===== config.mk =====
export PLATFORM = sky130hd
export DESIGN_NAME = mult_host_ctrl
export DESIGN_NICKNAME = d
export VERILOG_FILES = /design/src/rtl/mult_host_ctrl.sv
export SDC_FILE = /design/constraint.sdc
export NUM_CORES = 1
export LEC_CHECK = 0
export BUFFER_PORTS_ARGS = -buffer_cell sky130_fd_sc_hd__buf_2
export CORE_UTILIZATION = 28
export CTS_BUF_LIST = sky130_fd_sc_hd__clkbuf_4 sky130_fd_sc_hd__clkbuf_8 sky130_fd_sc_hd__clkbuf_16
export CTS_CLUSTER_DIAMETER = 30
export DETAILED_ROUTE_END_ITERATION = 10
export GPL_TIMING_DRIVEN = 1
export PLACE_DENSITY = 0.48
export RECOVER_POWER = 100
export SLEW_MARGIN = 0
export SYNTH_ARGS = -nofsm -noshare
export SYNTH_HDL_FRONTEND = slang
export SYNTH_SLANG_ARGS = --single-unit

===== constraint.sdc =====
create_clock -name Clock -period 4 [get_ports Clock]
set_input_delay 0 -clock Clock [delete_from_list [all_inputs] [get_ports Clock]]
set_output_delay 0 -clock Clock [all_outputs]
set_load 0.01 [all_outputs]

===== src/rtl/mult_host_ctrl.sv =====
// mult_host_ctrl: initiator for the shift-add multiplier handshake, with a one-entry
// operand buffer, held result with ready/valid, WAIT latency counter and sticky watchdog.
module mult_host_ctrl #(
    parameter int WIDTH   = 32,
    parameter int CNT_W   = 8,
    parameter int TIMEOUT = 255
) (
    input  logic               Clock,
    input  logic               Reset,
    input  logic               iReq_Valid,
    input  logic [WIDTH-1:0]   iReq_A,
    input  logic [WIDTH-1:0]   iReq_B,
    output logic               oReq_Ready,
    output logic [WIDTH-1:0]   oData_A,
    output logic [WIDTH-1:0]   oData_B,
    output logic               oValid_Data,
    input  logic               iDone,
    input  logic [2*WIDTH-1:0] iProduct,
    output logic               oAck,
    output logic [2*WIDTH-1:0] oResult,
    output logic [CNT_W-1:0]   oCycles,
    output logic               oResult_Valid,
    input  logic               iResult_Ready,
    output logic               oTimeout
);
    typedef enum logic [2:0] {IDLE, ISSUE, WAIT, ACK, HOLD} state_e;

    state_e             state_q, state_d;
    logic               buf_full_q, buf_full_d;
    logic [WIDTH-1:0]   buf_a_q, buf_a_d, buf_b_q, buf_b_d;
    logic [WIDTH-1:0]   data_a_q, data_a_d, data_b_q, data_b_d;
    logic [CNT_W-1:0]   cnt_q, cnt_d, cycles_q, cycles_d;
    logic [2*WIDTH-1:0] result_q, result_d;
    logic               captured_q, captured_d, timeout_q, timeout_d;
    logic               accept;

    assign accept = iReq_Valid && !buf_full_q;

    always_comb begin
        state_d    = state_q;
        buf_full_d = accept ? 1'b1 : (state_q == IDLE ? 1'b0 : buf_full_q);
        buf_a_d    = accept ? iReq_A : buf_a_q;
        buf_b_d    = accept ? iReq_B : buf_b_q;
        data_a_d   = data_a_q;
        data_b_d   = data_b_q;
        cnt_d      = cnt_q;
        cycles_d   = cycles_q;
        result_d   = result_q;
        captured_d = captured_q;
        timeout_d  = timeout_q;
        case (state_q)
            IDLE: if (buf_full_q) begin
                data_a_d = buf_a_q;
                data_b_d = buf_b_q;
                state_d  = ISSUE;
            end
            ISSUE: begin
                cnt_d   = '0;
                state_d = WAIT;
            end
            WAIT: begin
                cnt_d = cnt_q + 1'b1;
                // a product arriving on the watchdog's last cycle still counts as success
                if (iDone) begin
                    result_d   = iProduct;
                    cycles_d   = cnt_q;
                    captured_d = 1'b1;
                    state_d    = ACK;
                end else if (cnt_q == CNT_W'(TIMEOUT - 1)) begin
                    timeout_d  = 1'b1;
                    captured_d = 1'b0;
                    state_d    = ACK;
                end
            end
            ACK:     state_d = captured_q ? HOLD : IDLE;
            HOLD:    state_d = iResult_Ready ? IDLE : HOLD;
            default: state_d = IDLE;
        endcase
    end

    always_ff @(posedge Clock or negedge Reset) begin
        if (!Reset) begin
            state_q    <= IDLE;
            buf_full_q <= 1'b0;
            buf_a_q    <= '0;
            buf_b_q    <= '0;
            data_a_q   <= '0;
            data_b_q   <= '0;
            cnt_q      <= '0;
            cycles_q   <= '0;
            result_q   <= '0;
            captured_q <= 1'b0;
            timeout_q  <= 1'b0;
        end else begin
            state_q    <= state_d;
            buf_full_q <= buf_full_d;
            buf_a_q    <= buf_a_d;
            buf_b_q    <= buf_b_d;
            data_a_q   <= data_a_d;
            data_b_q   <= data_b_d;
            cnt_q      <= cnt_d;
            cycles_q   <= cycles_d;
            result_q   <= result_d;
            captured_q <= captured_d;
            timeout_q  <= timeout_d;
        end
    end

    assign oReq_Ready    = !buf_full_q;
    assign oData_A       = data_a_q;
    assign oData_B       = data_b_q;
    assign oValid_Data   = state_q == ISSUE;
    assign oAck          = state_q == ACK;
    assign oResult_Valid = state_q == HOLD;
    assign oResult       = result_q;
    assign oCycles       = cycles_q;
    assign oTimeout      = timeout_q;
endmodule


After elaboration in Yosys (flattened, before gate mapping)
Index checks and enable logic that the tools add are counted.

Multiplexer cells: 11. Reductions and logical operators: 11. Div/mod/pow operators: 0. Equality and inequality tests: 7. Multipliers: 0. Bitwise logic cells: 1. Shift operators: 0. $add $sub $neg: 1. Order comparisons: 0.

Operator list (number): 8-bit case mux with 2 select lines (1); 3-bit two-way mux (5); 3-bit case mux with 5 select lines (1); 8-bit by 1-bit adder with 8-bit output, second input constant (1); 8-bit == test, second input constant (1); 2-bit AND reduction (4); 3-bit by 2-bit == test with 1-bit output, second input constant (2); 2-bit nonzero test (3); 1-bit two-way mux (4); 3-bit by 1-bit == test with 1-bit output, second input constant (1); 3-bit == test, second input constant (1); 3-bit logical NOT (1); 3-bit inequality test, second input constant (1); 3-bit AND reduction (1); 2-bit inequality test, second input constant (1); 1-bit logical AND (1); 1-bit logical NOT (1); 1-bit NOT (1).

Output and inout port bits: 141. Input port bits: 133. Memories: 0. Register bits after elaboration: 214. RAM bits: 0. Latch bits: 0. Bits in read-only memories: 0. Word-level logic and storage cells: 42.

Longest topological paths before layout
Gate-level depths: netlist of run 1.

Depth in word-level cells: 4. Mapped depth: 5. Depth with buffers taken out: 5.

Least setup slack after synthesis of run 1
OpenSTA, ideal clock, no wires.

Path type: flip-flop to flip-flop. Start: register state_q[0]. End: register cycles_q[2], in the netlist oCycles[2]. Required time: 3.875 ns. Clock period less this slack: 1.621 ns. Path buffers: 2. Arrival: 1.496 ns. Setup slack: 2.379 ns. Setup time: 0.125 ns. Cell stages (with the launch flop): 6. Path through: dfrtp_1 -> nor3b_4 -> and2_4 -> buf_12 -> buf_12 -> mux2_2.

Cells in the longest elaborated chain, start to end: 2.

RTL lines: start, declared (line 28) `state_e state_q, state_d;`; start signal, assigned (line 95) `state_q <= state_d;`; 3-bit by 2-bit == test with 1-bit output (line 51) `case (state_q)`; 2-bit AND reduction (no line); end signal, assigned (line 102) `cycles_q <= cycles_d;`; end, declared (line 32) `logic [CNT_W-1:0] cnt_q, cnt_d, cycles_q, cycles_d;`.

Every way passes these cells. A chain may end at the register's enable or synchronous reset.

Worst setup path after layout of run 1
Start: register state_q[0]. End: register result_q[16], in the netlist oResult[16].

Cells in the longest elaborated chain, start to end: 2.

RTL lines: 3-bit by 2-bit == test with 1-bit output (line 51); 2-bit AND reduction (no line); end signal, assigned (line 103) `result_q <= result_d;`; end, declared (line 33) `logic [2*WIDTH-1:0] result_q, result_d;`.

Every way passes these cells.

==> metrics, run 1 <==
crit end category flop; Buffers on Ports 273; cts bufs inserted 52; # setup viols final 0; vias in the first global route 6329; Die Y 173 µm; vias 5691; RSZ-0062 raised after global routing false; ys flop type dfrtp_1; actual slew at the worst max-slew pin 1870 ps; Avg Cell Area, Syn 16.8 µm²; critical path type reg2reg; slew margin rel. -0.248; area occupied by multi-input gates approximately 2600 µm²; FP Rows 62; pwr/cell area 868 nW/µm²; Crit path required time 4400 ps; leakage 5.68 nW; Synth Instances just under 500; Sinks on Clock Net 214; Yosys cell types 32; Critical Path Fanout Max 73; crit path launch type flop; fillers between 2000 and 3000; Final min period between 2000 and 3000 ps; leading post-synthesis cells by cell area dfrtp_1 65%, mux2_2 27%, buf_12 2.0%; CTS tree yes; root buf cell clkbuf_16; largest net degree at the start of global routing about 110; Syn Std Cell Area 8190 µm²; Hold/Removal Path Class in2async; Crit-path slowest cell and2_2; worst-skew pair later-pin latency 530 ps; CP arrival 3190 ps; Vias/cell ~4.2; syn nets 623; initial antenna violation count 0; Design Area, Final around 13000 µm²; max-slew violations 184; total grt overflow 0; CP peak stage delay 1340 ps; CP cell instances nor3b_4 > and2_2 > mux2_2; final worst-path cycle share 0.697; DP HPWL 12.1 mm; Global Route Usage Sum 0.138; Iteration-0 DRC Markers 215; Yosys reg bits 214; Setup Skew ~12 ps; antenna cells 0; DRC violations left 0; yosys warns 0; Setup TNS 0 ps; Core Area 28700 µm²; die width roughly 170 µm; routed length per placed instance 14.8 µm; EDFF count, synth 0; post_cts resized 0; fmax 359 MHz; register area roughly 5400 µm²; violated checks capacitance limit, slew limit; Final ANT Viol Nets 0; First-pass DRT Iterations 4; GP Congestion between 0.7 and 0.8; area grow syn2layout 56.6%; Post-synth ARST share 1.00; Die ar. 29900 µm²; outcome finished with violations; IO Count 274; share of cells above drive strength 1 0.441; placed cell areas just under 10000 µm²; Max Cap Violations 3; top cell type by total area after synthesis dfrtp_1; maximum VDD drop 0.520 mV; post-synth top area share 0.654; clock buffer depth 3; sequential-to-total area share from yosys stat 0.654; H-tree depth 2; final hold violations 0; Starting Density 0.285; nets@finish 1063; first-pass GRT wire length about 33 mm; Clock transition at path regs 40 ps; post-CTS setup buffers 0; routed wire length 20.1 mm
## what timing repair did
action	CTS	global route
hold buffers	132	0
setup endpoints to repair	0	0
endpoints found under the hold margin	238	0
## worst max-delay path, delay by kind of cell (launching register included)
kind	cells	cell delay (ps)
muxes	1	450
and+or+nand+nor	2	1660
DFF	1	450
## through the flow
step                total power, mW  instances  worst slack [ps]  hold slack [ps]  utilization
global route                   11.8       1353               881              222        0.447
finish                         11.1       1353              1210              117        0.447
CTS                            11.5       1353              1730              195        0.454
detailed placement             6.98       1126              1740              145        0.344
floorplan                      5.84        488              2380             -296            -
global placement               6.93       1126              1760              152        0.344
## cell usage after synthesis, types with 3 or more instances
cell,n
buf_12,8
buf_4,5
dfrtp_1,214
nor2_1,3
buf_2,9
nand2_1,10
mux2_1,6
inv_1,4
nand3_1,4
mux2i_1,5
mux2_2,194
## cells in the final DEF (no fill, tap or decap), drive strengths merged, types with 2 or more instances in the layout
| cell type | Yosys | layout |
|---|---|---|
| buf | 22 | 134 |
| mux2i | 5 | 5 |
| or3b | 2 | 2 |
| dlygate4sd3 | 0 | 132 |
| mux2 | 200 | 200 |
| bufinv | 0 | 6 |
| clkinv | 0 | 11 |
| inv | 4 | 5 |
| nand2 | 10 | 10 |
| o21ai | 2 | 2 |
| ha | 2 | 2 |
| nand4 | 2 | 2 |
| dfrtp | 214 | 214 |
| clkbuf | 2 | 220 |
| nor4 | 2 | 2 |
| nand3 | 4 | 4 |
| nor2 | 3 | 3 |
| nor3b | 2 | 2 |
## state kept, by name, indices dropped and copies added, names as in the netlist
signal,count
buf_full_q,1
captured_q,1
state_q,3
oCycles,8
oData_B,32
buf_a_q,32
oResult,64
cnt_q,8
buf_b_q,32
oData_A,32
oTimeout,1
## final cells by class
| class | count | share of cell area |
|---|---|---|
| sequential | 214 | 0.418 |
| timing repair buffer | 410 | 0.200 |
| clock inverter | 19 | 0.0205 |
| tap | 384 | 0.0375 |
| inverter | 4 | 0.00117 |
| multi-input combinational | 246 | 0.200 |
| clock buffer | 76 | 0.123 |
## cells by family (layout without fill, tap and decap cells)
family	count (synthesis)	in the layout	share of synthesized area
flip-flops	214	214	0.654
multiplexers	205	205	0.281
AND/OR/NAND/NOR	30	30	0.0215
buffers and inverters	28	509	0.0324
AO/OA/AOI/OAI	9	9	0.00795
adder cells (fa/ha/maj)	2	2	0.00306
## path summary, 6_finish.rpt
path                               from           to  slack [ps]  cells after the start
setup / recovery             state_q[0]  oResult[16]        1210                      3
hold / removal                    Reset  oResult[58]         120                      2
setup reg to reg             state_q[0]  oResult[16]        1210                      3
hold reg to reg              oCycles[0]   oCycles[0]         480                      1
max in group asynchronous         Reset  buf_b_q[24]        1480                      3
min in group Clock         iProduct[61]  oResult[61]         240                      3
## report_power, final
group	switching [mW]	internal [mW]	total, mW
registers	0.536	3.24	3.78
clock network	1.20	3.09	4.29
logic	1.45	1.61	3.06
## per-layer routing
layer / part of all wire / global-route usage / vias to the layer above
met3: 0.089 / 0.0521 / 43
met4: 0.023 / 0.0498 / 0
met2: 0.47 / 0.223 / 242
met5: 0 / 0 / -
li1: - / - / 2638
met1: 0.42 / 0.166 / 2768
Power figures use the tool's default switching activity.
==> inputs of run 2 (changes only) <==
Settings changed: PLACE_DENSITY 0.48 to 0.5.
Clock period 4 ns to 2.4 ns, I/O delays scaled along.
==> run 2 against run 1 <==
Compared with the run above: the run still ends with capacitance limit, slew limit left; non-clock buffer count up 8; combinational power increased by 69%; design area up 2.7%; via count grew 1.2%; critical endpoint is now oData_B[20].
==> metrics, run 2 (synthesis gave the netlist of run 1 again) <==
outcome finished with violations (unchanged); violated checks capacitance limit, slew limit (unchanged); area grow syn2layout 60.8% (was 56.6%); GP Congestion 0.734 (was 0.727); slew margin rel. -0.180 (was -0.248); first-pass GRT wire length 33.1 mm (was 33.3 mm); H-tree depth 2 (unchanged); routed wire length 19.8 mm (was 20.1 mm); Iteration-0 DRC Markers 217 (was 215); # setup viols final 0 (unchanged); FP Rows 62 (unchanged); met1 wire length 8.85 mm (was 8.50 mm); met2 routed WL 8.77 mm (was 9.34 mm); total grt overflow 0 (unchanged); IO Count 274 (unchanged); Setup Skew 14.0 ps (was 11.9 ps); Final min period 2060 ps (was 2790 ps); Final ANT Viol Nets 0 (unchanged); max-slew violations 67 (was 184); RSZ-0062 raised after global routing false (unchanged); HP Start iProduct[62]; commonest non-fill, non-tap cell in the layout dfrtp_1 (unchanged); DRC violations left 0 (unchanged); Worst Hold Endpoint oResult[62]; Core Area 28700 µm² (unchanged); Max Cap Violations 1 (was 3); leakage 5.83 nW (was 5.68 nW); critical path type reg2reg (unchanged); Starting Density 0.285 (unchanged); cts bufs inserted 54 (was 52); maximum VDD drop 0.838 mV (was 0.520 mV); initial antenna violation count 0 (unchanged); CP arrival 2460 ps (was 3190 ps); Crit path required time 2800 ps (was 4400 ps); Die Y 173 µm (unchanged); Setup TNS 0 ps (unchanged); final worst-path cycle share 0.859 (was 0.697); nets@finish 1073 (was 1063); Vias/cell 4.22 (was 4.21); Buffers on Ports 273 (unchanged); antenna cells 0 (unchanged); Clock transition at path regs 50 ps (was 40 ps); pwr/cell area 1480 nW/µm² (was 868 nW/µm²); reg2reg setup slack 340 ps (was 1210 ps); fillers 2639 (was 2650); Sinks on Clock Net 214 (unchanged); DP HPWL 12.6 mm (was 12.1 mm); routed length per placed instance 14.5 µm (was 14.8 µm); vias in the first global route 6264 (was 6329); Global Route Usage Sum 0.135 (was 0.138); Reg2Reg Depth 3 (unchanged); root buf cell clkbuf_16 (unchanged); Design Area, Final 13200 µm² (was 12800 µm²); share of cells above drive strength 1 0.450 (was 0.441); CTS tree yes (unchanged); fmax 485 MHz (was 359 MHz); most frequent cells in the layout 214 x dfrtp_1, 194 x mux2_2, 142 x clkbuf_1 (was 214 x dfrtp_1, 194 x mux2_2, 143 x clkbuf_1); hold depth 3; Max Used Layer met4 (unchanged); Die ar. 29900 µm² (unchanged); die width 173 µm (unchanged); actual slew at the worst max-slew pin 1770 ps (was 1870 ps); Critical Path Fanout Max 61 (was 73); largest net degree at the start of global routing 69 (was 109); RR Startpoint state_q[0] (unchanged); min setup slack post-route 339 ps (was 1210 ps); final hold violations 0 (unchanged); crit end category flop (unchanged); clock buffer depth 3 (unchanged); First-pass DRT Iterations 4 (unchanged); vias 5759 (was 5691); r2r endpoint oData_B[20] (was oResult[16]); Hold/Removal Path Class in2reg (was in2async); Setup WS pre-CTS 437 ps (was 1740 ps); Largest register FFs 64 (unchanged); placed cell areas 9990 µm² (was 9870 µm²); worst-skew pair later-pin latency 530 ps (about the same); crit path launch type flop (unchanged); routed length on met3 1.81 mm (was 1.79 mm)
[run 2: cell types whose count changed in the layout (fill, tap and decap cells not counted), sizes merged]
cell      delta
buf          +7
bufinv       +8
clkbuf       -6
clkinvlp     +4
[run 2: how the worst max path moves through the flow]
stage	from	endpoint	slack (ps)	cells after the start
after detailed placement	state_q[1]	oResult[17]	440	4
after CTS	state_q[0]	oResult[31]	440	4
after floorplan	state_q[0]	oCycles[2]	780	5
after global routing	buf_full_q	buf_a_q[22]	210	3
after global placement	state_q[0]	oResult[3]	500	4
final	state_q[0]	oData_B[20]	340	3
[run 2: critical path, stage by stage (launching register included)]
cell and delay (ps):
dfrtp_1 450, nor4_1 630, buf_12 390, mux2_2 390
[run 2: area by class of cell]
type	instances	area (µm²)	share of cell area
clock inverter	31	526	0.0399
timing repair buffer	418	2690	0.204
inverter	4	15.0	0.00114
sequential	214	5360	0.407
clock buffer	69	1530	0.116
tap	384	480	0.0365
multi-input combinational	246	2570	0.195
[run 2: metal layers]
| metal | GRT usage | up-vias |
|---|---|---|
| met4 | 0.0446 | 0 |
| li1 | - | 2665 |
| met3 | 0.0521 | 36 |
| met5 | 0 | - |
| met1 | 0.175 | 2820 |
| met2 | 0.206 | 238 |
[run 2: repair_timing]
item / 4_1_cts / 5_1_grt
setup buffers: 0 / 0
hold endpoints to repair: 346 / 0
hold buffers: 132 / 0
gates resized for setup: 0 / 0
[run 2: through the flow]
stage	hold WS, ps	utilization	std cells	total power [mW]
after floorplan	-296	-	488	9.73
after global placement	12.3	0.348	1134	11.7
after detailed placement	1.47	0.348	1134	11.8
after CTS	44.6	0.466	1366	20.2
after global routing	219	0.459	1366	20.7
final	233	0.459	1366	19.5
[run 2: report_power, final]
group	internal [mW]	leakage [nW]	switching [mW]
clock network	5.95	1.01	2.09
logic	2.75	2.26	2.43
registers	5.40	2.56	0.906
==> inputs of run 3 (changes only) <==
Settings changed: CORE_UTILIZATION 28 to 40, PLACE_DENSITY 0.5 to not set, PLACE_DENSITY_LB_ADDON set to 0.15.
==> run 3 against run 2 <==
Compared with the run above: the flow now finishes without violations; hold slack got worse by 110 ps; sequential power increased by 0.8%; critical path depth increased by 1; via count increased by 0.23%; routed wire length increased by 1.7%; design area decreased by 5.8%; register-to-register slack about the same; combinational power about the same; cell count decreased by 11%; fmax increased by 0.25%.
==> metrics, run 3 (synthesis gave the netlist of run 1 again) <==
leakage 5.51 nW (was 5.83 nW); most frequent cells in the layout 214 x dfrtp_1, 193 x mux2_2, 144 x clkbuf_1 (was 214 x dfrtp_1, 194 x mux2_2, 142 x clkbuf_1); Sinks on Clock Net 214 (unchanged); Sw Ratio 0.298 (was 0.278); GP Congestion 0.824 (was 0.734); final hold violations 0 (unchanged); critical path type reg2reg (unchanged); largest net degree at the start of global routing 81 (was 69); total grt overflow 0 (unchanged); min setup slack post-route 344 ps (was 339 ps); Clock transition at path regs 50 ps (about the same); switching power 5.25 mW (was 5.43 mW); Iteration-0 DRC Markers 156 (was 217); maximum VDD drop 0.766 mV (was 0.838 mV); CP arrival 2430 ps (was 2460 ps); commonest non-fill, non-tap cell in the layout dfrtp_1 (unchanged); cts bufs inserted 42 (was 54); RSZ-0062 raised after global routing false (unchanged); Setup WS pre-CTS 515 ps (was 437 ps); Largest register FFs 64 (unchanged); Starting Density 0.414 (was 0.285); total power 17.6 mW (was 19.5 mW); Design Area, Final 12400 µm² (was 13200 µm²); placed cell count 1012 (was 1134); share of cells above drive strength 1 0.430 (was 0.450); Final ANT Viol Nets 0 (unchanged); Buffers on Ports 273 (unchanged); Critical Path Fanout Max 17 (was 61); vias 5772 (was 5759); pwr/cell area 1420 nW/µm² (was 1480 nW/µm²); Pint 12.4 mW (was 14.1 mW); Hold Buf Count CTS 133 (was 132); H-tree depth 2 (unchanged); routed length per placed instance 16.5 µm (was 14.5 µm); clock buffer depth 3 (unchanged); post-CTS setup buffers 0 (unchanged); first-pass GRT wire length 33.4 mm (was 33.1 mm); CTS tree yes (unchanged); crit path launch type flop (unchanged); antenna cells 0 (unchanged); Vias/cell 4.73 (was 4.22); Comb power frac 0.294 (was 0.265); Setup TNS 0 ps (unchanged); Final min period 2060 ps (about the same); Die Y 145 µm (was 173 µm); Seq pwr share 0.361 (was 0.323); placed cell areas 9810 µm² (was 9990 µm²); Setup Skew 15.8 ps (was 14.0 ps); Max Cap Violations 0 (was 1); Hold/Removal Path Class in2async (was in2reg); actual slew at the worst max-slew pin 1160 ps (was 1770 ps); initial antenna violation count 0 (unchanged); DP HPWL 12.4 mm (was 12.6 mm); slew margin rel. 0.224 (was -0.180); final worst-path cycle share 0.857 (was 0.859); Global Route Usage Sum 0.196 (was 0.135); Finished Layout Cells 1220 (was 1366); hold slack final 122 ps (was 233 ps); final core occ 0.627 (was 0.459); IO Count 274 (unchanged); max-slew violations 0 (was 67); die width 145 µm (was 173 µm); # setup viols final 0 (unchanged); First-pass DRT Iterations 4 (unchanged); fmax 486 MHz (was 485 MHz); Die ar. 21000 µm² (was 29900 µm²); nets@finish 1059 (was 1073); routed wire length 20.1 mm (was 19.8 mm); outcome complete, no violations (was finished with violations); area grow syn2layout 51.5% (was 60.8%); root buf cell clkbuf_16 (unchanged); crit end category flop (unchanged); worst-skew pair later-pin latency 510 ps (was 530 ps); post_cts resized 0 (unchanged); FP Rows 51 (was 62); clock share of power 0.345 (was 0.412); Core Area 19800 µm² (was 28700 µm²); DRC violations left 0 (unchanged); vias in the first global route 6395 (was 6264); Crit path required time 2780 ps (was 2800 ps)
==> run 3: cell count changes in the layout (fill, tap and decap cells not counted), moves of 2 or more <==
cell        delta
bufinv_16      -7
clkbuf_16     -12
clkinv_2       -6
buf_12         -4
clkbuf_1       +2
clkinvlp_4     +2
buf_4          -3
==> run 3: critical path, stage by stage, from the launching register on <==
cell	delay (ps)
dfrtp_1	450
nor3b_4	340
and2_4	320
clkbuf_2	420
mux2_2	390
==> run 3: layout make-up <==
type                            instances  area [µm²]
Clock buffer                           53        1190
Clock inverter                         22         318
Fill cell                            1524        7370
Inverter                                4        15.0
Multi-Input combinational cell        246        2580
Sequential cell                       214        5360
Tap cell                              265         332
Timing Repair Buffer                  416        2620
==> run 3: power by group through the flow <==
stage | sequential [mW] | clock (mW) | combinational (mW)
2_1_floorplan | 6.74 | 0 | 2.99
3_3_place_gp | 6.23 | 0 | 5.24
3_5_place_dp | 6.34 | 0 | 5.40
4_1_cts | 6.32 | 6.21 | 5.60
5_1_grt | 6.61 | 6.40 | 5.61
6_report | 6.36 | 6.08 | 5.17
==> run 3: path summary, 6_finish.rpt <==
path	startpoint	end	slack, ps	depth (start not counted)
worst max-delay path	state_q[0]	oResult[57]	340	4
worst min-delay path	Reset	oResult[5]	120	2
worst max register to register	state_q[0]	oResult[57]	340	4
worst min register to register	oCycles[4]	oCycles[4]	490	1
max in group asynchronous	Reset	buf_b_q[4]	730	3
min in group Clock	iReq_B[27]	buf_b_q[27]	260	3
==> run 3: layer usage <==
layer / global-route usage / part of all wire / wire, µm / up-vias
met1: 0.226 / 0.40 / 8070 / 2860
met5: 0 / 0 / 0 / -
met4: 0.0674 / 0.020 / 405 / 0
met2: 0.343 / 0.50 / 10100 / 236
met3: 0.0629 / 0.080 / 1610 / 41
li1: - / - / - / 2635
